[config.mk]
export PLATFORM = sky130hd
export DESIGN_NAME = key_search_ctrl
export DESIGN_NICKNAME = d
export VERILOG_FILES = /design/src/rtl/rc4_pkg.sv /design/src/rtl/char_is_valid.sv /design/src/rtl/key_search_ctrl.sv
export SDC_FILE = /design/constraint.sdc
export NUM_CORES = 1
export LEC_CHECK = 0
export BUFFER_PORTS_ARGS = -buffer_cell sky130_fd_sc_hd__buf_2
export CORE_ASPECT_RATIO = 0.75
export CORE_UTILIZATION = 33
export CTS_BUF_LIST = sky130_fd_sc_hd__clkbuf_8
export CTS_CLUSTER_DIAMETER = 100
export CTS_CLUSTER_SIZE = 8
export DETAILED_ROUTE_END_ITERATION = 6
export MAX_ROUTING_LAYER = met4
export SYNTH_ARGS = -nofsm -noshare
export SYNTH_HDL_FRONTEND = slang
export SYNTH_SLANG_ARGS = --single-unit
[constraint.sdc]
create_clock -name clk -period 4.6 [get_ports clk]
set_input_delay 0.46 -clock clk [delete_from_list [all_inputs] [get_ports clk]]
set_output_delay 0.46 -clock clk [all_outputs]
set_load 0.03 [all_outputs]
[src/rtl/rc4_pkg.sv]
// Shared definitions for the RC4 key search controller and the decrypt FSM.
// Holds the search state encoding, message length, last key and the printable-character bounds.
package rc4_pkg;

  typedef enum logic [3:0] {
    IDLE,
    LAUNCH,
    WAIT_CORE,
    RD_ADDR,
    RD_WAIT,
    CHECK,
    NEXT_KEY,
    FOUND,
    FAIL
  } search_state_t;

  localparam int          MSG_LEN    = 32;
  localparam logic [21:0] KEY_MAX    = 22'h3FFFFF;

  // A decrypted byte is plausible plaintext when it is 'a'..'z' or a space.
  localparam logic [7:0]  CHAR_LO    = 8'd97;
  localparam logic [7:0]  CHAR_HI    = 8'd122;
  localparam logic [7:0]  CHAR_SPACE = 8'd32;

endpackage

[src/rtl/char_is_valid.sv]
// Plaintext byte test: lowercase letter or space. Purely combinational, zero latency.
// No handshake; the result follows the input.
module char_is_valid (
  input  logic [7:0] ch,
  output logic       valid
);
  import rc4_pkg::*;

  assign valid = ((ch >= CHAR_LO) && (ch <= CHAR_HI)) || (ch == CHAR_SPACE);

endmodule

[src/rtl/key_search_ctrl.sv]
// Brute-force key search: launches the decrypt core per key, checks each output byte (3 cycles/byte).
// Waits unboundedly on core_done; rejects a key on its first bad byte; FOUND/FAIL hold until reset.
module key_search_ctrl #(
  parameter int                   KEY_WIDTH = 22,
  parameter logic [KEY_WIDTH-1:0] KEY_MAX   = rc4_pkg::KEY_MAX,
  parameter int                   MSG_LEN   = rc4_pkg::MSG_LEN
) (
  input  logic            clk,
  input  logic            reset,
  input  logic            start,
  output logic [0:2][7:0] secret_key,
  output logic            core_start,
  input  logic            core_done,
  output logic [4:0]      rd_address,
  input  logic [7:0]      rd_data,
  output logic            busy,
  output logic            found,
  output logic            fail
);
  import rc4_pkg::*;

  localparam int               IDX_W    = $clog2(MSG_LEN);
  localparam logic [IDX_W-1:0] LAST_IDX = IDX_W'(MSG_LEN - 1);

  search_state_t        state;
  logic [KEY_WIDTH-1:0] key;
  logic [IDX_W-1:0]     index;
  logic                 byte_ok;

  char_is_valid u_char_chk (
    .ch    (rd_data),
    .valid (byte_ok)
  );

  always_ff @(posedge clk) begin
    if (reset) begin
      state      <= IDLE;
      key        <= '0;
      index      <= '0;
      secret_key <= '0;
      rd_address <= '0;
      core_start <= 1'b0;
      busy       <= 1'b0;
      found      <= 1'b0;
      fail       <= 1'b0;
    end else begin
      core_start <= 1'b0;
      case (state)
        IDLE: begin
          if (start) begin
            key        <= '0;
            index      <= '0;
            secret_key <= '0;
            busy       <= 1'b1;
            core_start <= 1'b1;
            state      <= LAUNCH;
          end
        end
        LAUNCH: begin
          state <= WAIT_CORE;
        end
        WAIT_CORE: begin
          if (core_done) begin
            index <= '0;
            state <= RD_ADDR;
          end
        end
        RD_ADDR: begin
          rd_address <= 5'(index);
          state      <= RD_WAIT;
        end
        // The RAM registers the address on this edge; q is sampled in CHECK.
        RD_WAIT: begin
          state <= CHECK;
        end
        CHECK: begin
          if (!byte_ok) begin
            state <= NEXT_KEY;
          end else if (index == LAST_IDX) begin
            busy  <= 1'b0;
            found <= 1'b1;
            state <= FOUND;
          end else begin
            index <= index + IDX_W'(1);
            state <= RD_ADDR;
          end
        end
        NEXT_KEY: begin
          if (key == KEY_MAX) begin
            busy       <= 1'b0;
            fail       <= 1'b1;
            secret_key <= 24'(KEY_MAX);
            state      <= FAIL;
          end else begin
            key        <= key + KEY_WIDTH'(1);
            secret_key <= 24'(key + KEY_WIDTH'(1));
            core_start <= 1'b1;
            state      <= LAUNCH;
          end
        end
        FOUND, FAIL: begin
          state <= state;
        end
        default: begin
          state <= IDLE;
        end
      endcase
    end
  end

endmodule

==> summary.txt <==
Drt
  – Drc violations: 0
  – Starting DRC count in detailed routing: 202
  – Post-route ant nets: 0
  – Metal1 wirelength: 3920 µm
  – Top Layer Used: met4
  – Met3 Routed Length: 492 µm
  – Wire per inst: 14.1 µm
  – Drt pass-1 iters: 5
  – Metal2 WL: 3020 µm
  – DR vias: 2767
  – DR vias/cell: 5.18
  – Routed WL: 7510 µm

STA
  – RSZ-0062 raised after global routing: false
  – Worst Tran Pin Value: 0.810 ns
  – Setup Viol. Count Final: 0
  – Max Freq: 370 MHz
  – Final period util: 58.7%
  – Final clock skew: 0.00739 ns
  – Final-report hold violation count: 0
  – Final min period: 2.70 ns
  – Slew margin rel.: 46.0%
  – Setup TNS: 0 ns
  – Pins over their slew limit: 0

Floorplan
  – Initial core utilization: 34.0%
  – DIE AREA: 9750 µm²
  – Chip Height: 85.8 µm
  – Core Area: 9080 µm²
  – Die width: 114 µm
  – Row Count: 30
  – I/O pin cnt: 45

Logic synthesis
  – #FFs+latches synth: 63
  – Post-synth ARST share: 0%
  – Simple-gate share of the synthesized area: 24.6%
  – Sequential fraction of the synthesis area: 40.8%
  – Largest family of logic cells by synthesized area: simple AND/OR/NAND/NOR gates
  – Synth cell types: 50
  – Post-synth top flop: dfxtp_1
  – Syn Area/Cell: 8.26 µm²
  – Synthesized area: 3090 µm²
  – Gate Count Post-Synth: 374
  – EDFF count, synth: 0
  – Multiplexer share of the synthesized area: 2.63%
  – Compound-Gate Fraction of Synth Area: 22.4%
  – Synth Area in XOR/XNOR: 3.69%
  – Synth warn: 0
  – Post-Synth Adder-Cell Area: 1.22%
  – Syn Nets: 389

Worst setup path
  – Max incr delay on CP: 0.76 ns
  – Crit end category: register
  – Worst path cell trace: ha_1 -> and4_1 -> and4_1 -> a41o_1 -> o21ai_0 -> a21oi_1
  – Critical Path Source: key[0]
  – WP data required: 4.88 ns
  – Reg2Reg Launch Point: key[0]
  – Slowest CP cell: a41o_1
  – Startpoint Class: register
  – CP Max Fanout: 24
  – Crit Path Category: reg -> reg
  – CP dominant cell by count: and4_1
  – Worst EP arrival: 2.99 ns

Clock tree
  – CTS max path bufs: 2
  – Post-CTS Hold Buffers: 0
  – CTS resizes: 0
  – Clock-pin transition on the worst setup and hold timing paths: 0.06 ns
  – Root buf cell: clkbuf_8
  – Clock Sinks: 63
  – Worst-skew pair later-pin latency: 0.36 ns
  – CTS tree: built
  – H-tree depth: 3
  – Cts bufs inserted: 9
  – Post-CTS Setup Bufs: 0

Pwr
  – Maximum VDD drop: 0.000179 V
  – Leak: 1.33 nW
  – Power Total: 1.54 mW
  – Pwr Density: 433 nW/µm²

Final layout
  – Finished Core Util: 39.0%
  – Leading cell type in the layout, fill and taps excluded: dfxtp_1
  – N_diodes: 0
  – Commonest cells after routing, fill and taps aside: dfxtp_1 (63), buf_2 (43), a21oi_1 (35)
  – Layout cells sized above 1: 15.0%
  – Nets: 417
  – Synth-to-Final Area Change: 14.7%

Global route
  – Grt ovf: 0
  – GRT Overall Usage: 17.1%
  – Largest net degree at the start of global routing: 52
  – First-pass GRT wire length: 12700 µm
  – Initial antenna violation count: 0
  – Vias in the first global route: 2569

Place
  – Post-DP HPWL: 5090 µm
  – Final GP Congestion: 0.748
  – IO buf count: 43

Run status
  – Outcome: finished clean

Run
  – Max cap viols: 0

Worst hold path
  – Min-delay src: secret_key[0]
  – Worst hold path class: reg -> reg
[power by group]
| part | switching [mW] | internal [mW] |
|---|---|---|
| combinational | 0.302 | 0.142 |
| clock | 0.208 | 0.231 |
| sequential | 0.0538 | 0.599 |
[area by class of cell]
| cell class | instances | area (µm²) |
|---|---|---|
| fillers | 949 | 5540 |
| repair buffers | 46 | 238 |
| multi-input cells | 277 | 1690 |
| flip-flops and latches | 63 | 1260 |
| inverters | 5 | 18.8 |
| clock inverters | 3 | 11.3 |
| well taps | 128 | 160 |
| clock buffers | 12 | 165 |
[registers in the layout, summed over array words and instances, names as in the netlist]
name / cells
index: 5
state: 4
core_start: 1
fail: 1
key: 22
found: 1
rd_address: 5
secret_key: 23
busy: 1
[worst paths after layout]
check | endpoint | slack (ns) | depth (start not counted)
max | key[2] | 1.90 | 6
min | secret_key[0] | 0.45 | 2
max reg2reg | key[2] | 1.90 | 6
min reg2reg | secret_key[0] | 0.45 | 2
[stage by stage]
| step | instance area (µm²) | setup WS, ns | hold slack [ns] | std cells |
|---|---|---|---|---|
| 2_1_floorplan | 3090 | 2.35 | 0.454 | 374 |
| 3_3_place_gp | 3370 | 2.01 | 0.439 | 519 |
| 3_5_place_dp | 3370 | 1.93 | 0.444 | 519 |
| 4_1_cts | 3540 | 1.91 | 0.453 | 534 |
| 5_1_grt | 3540 | 1.66 | 0.484 | 534 |
| 6_report | 3540 | 1.90 | 0.449 | 534 |
[metal layers]
layer,vias to the layer above,GRT usage [%]
met5,-,-
met3,8,5.72
li1,1407,-
met2,76,23.2
met4,0,7.18
met1,1276,22.9
[worst max-delay path: cells and delay by family, from the launching register on]
family | cells | cell delay, ns
compound gates | 3 | 1.16
simple gates | 2 | 0.75
flops | 1 | 0.41
fa+ha+maj | 1 | 0.29
[synthesized netlist by cell type (5+ instances only)]
library cell | count | area share, %
dfxtp_1 | 63 | 41
a211oi_1 | 13 | 3.2
nor4_1 | 6 | 1.2
a21oi_1 | 35 | 5.7
nor3_1 | 12 | 1.9
nor2b_1 | 6 | 1.2
nand3_1 | 12 | 1.9
nand2_1 | 34 | 4.1
o21ai_0 | 25 | 4.1
nand4_1 | 6 | 1.2
o211a_1 | 5 | 1.6
clkbuf_1 | 23 | 2.8
xnor2_1 | 12 | 3.4
inv_1 | 5 | 0.61
mux2i_1 | 7 | 2.3
buf_2 | 5 | 0.81
nand3b_1 | 5 | 1.2
nand2b_1 | 6 | 1.2
nor2_1 | 30 | 3.6
and4_1 | 7 | 2.0
[kinds of logic (layout without fill, tap and decap cells)]
| family | after synthesis | after routing |
|---|---|---|
| AOI/OAI and AO/OA | 108 | 108 |
| adders and majority gates | 3 | 3 |
| muxes | 8 | 8 |
| and+or+nand+nor | 144 | 144 |
| buffers and inverters | 34 | 66 |
| xor gates and xnor gates | 13 | 13 |
| DFF | 63 | 63 |
| other | 1 | 1 |
No activity file was read; power rests on OpenSTA's default activity.
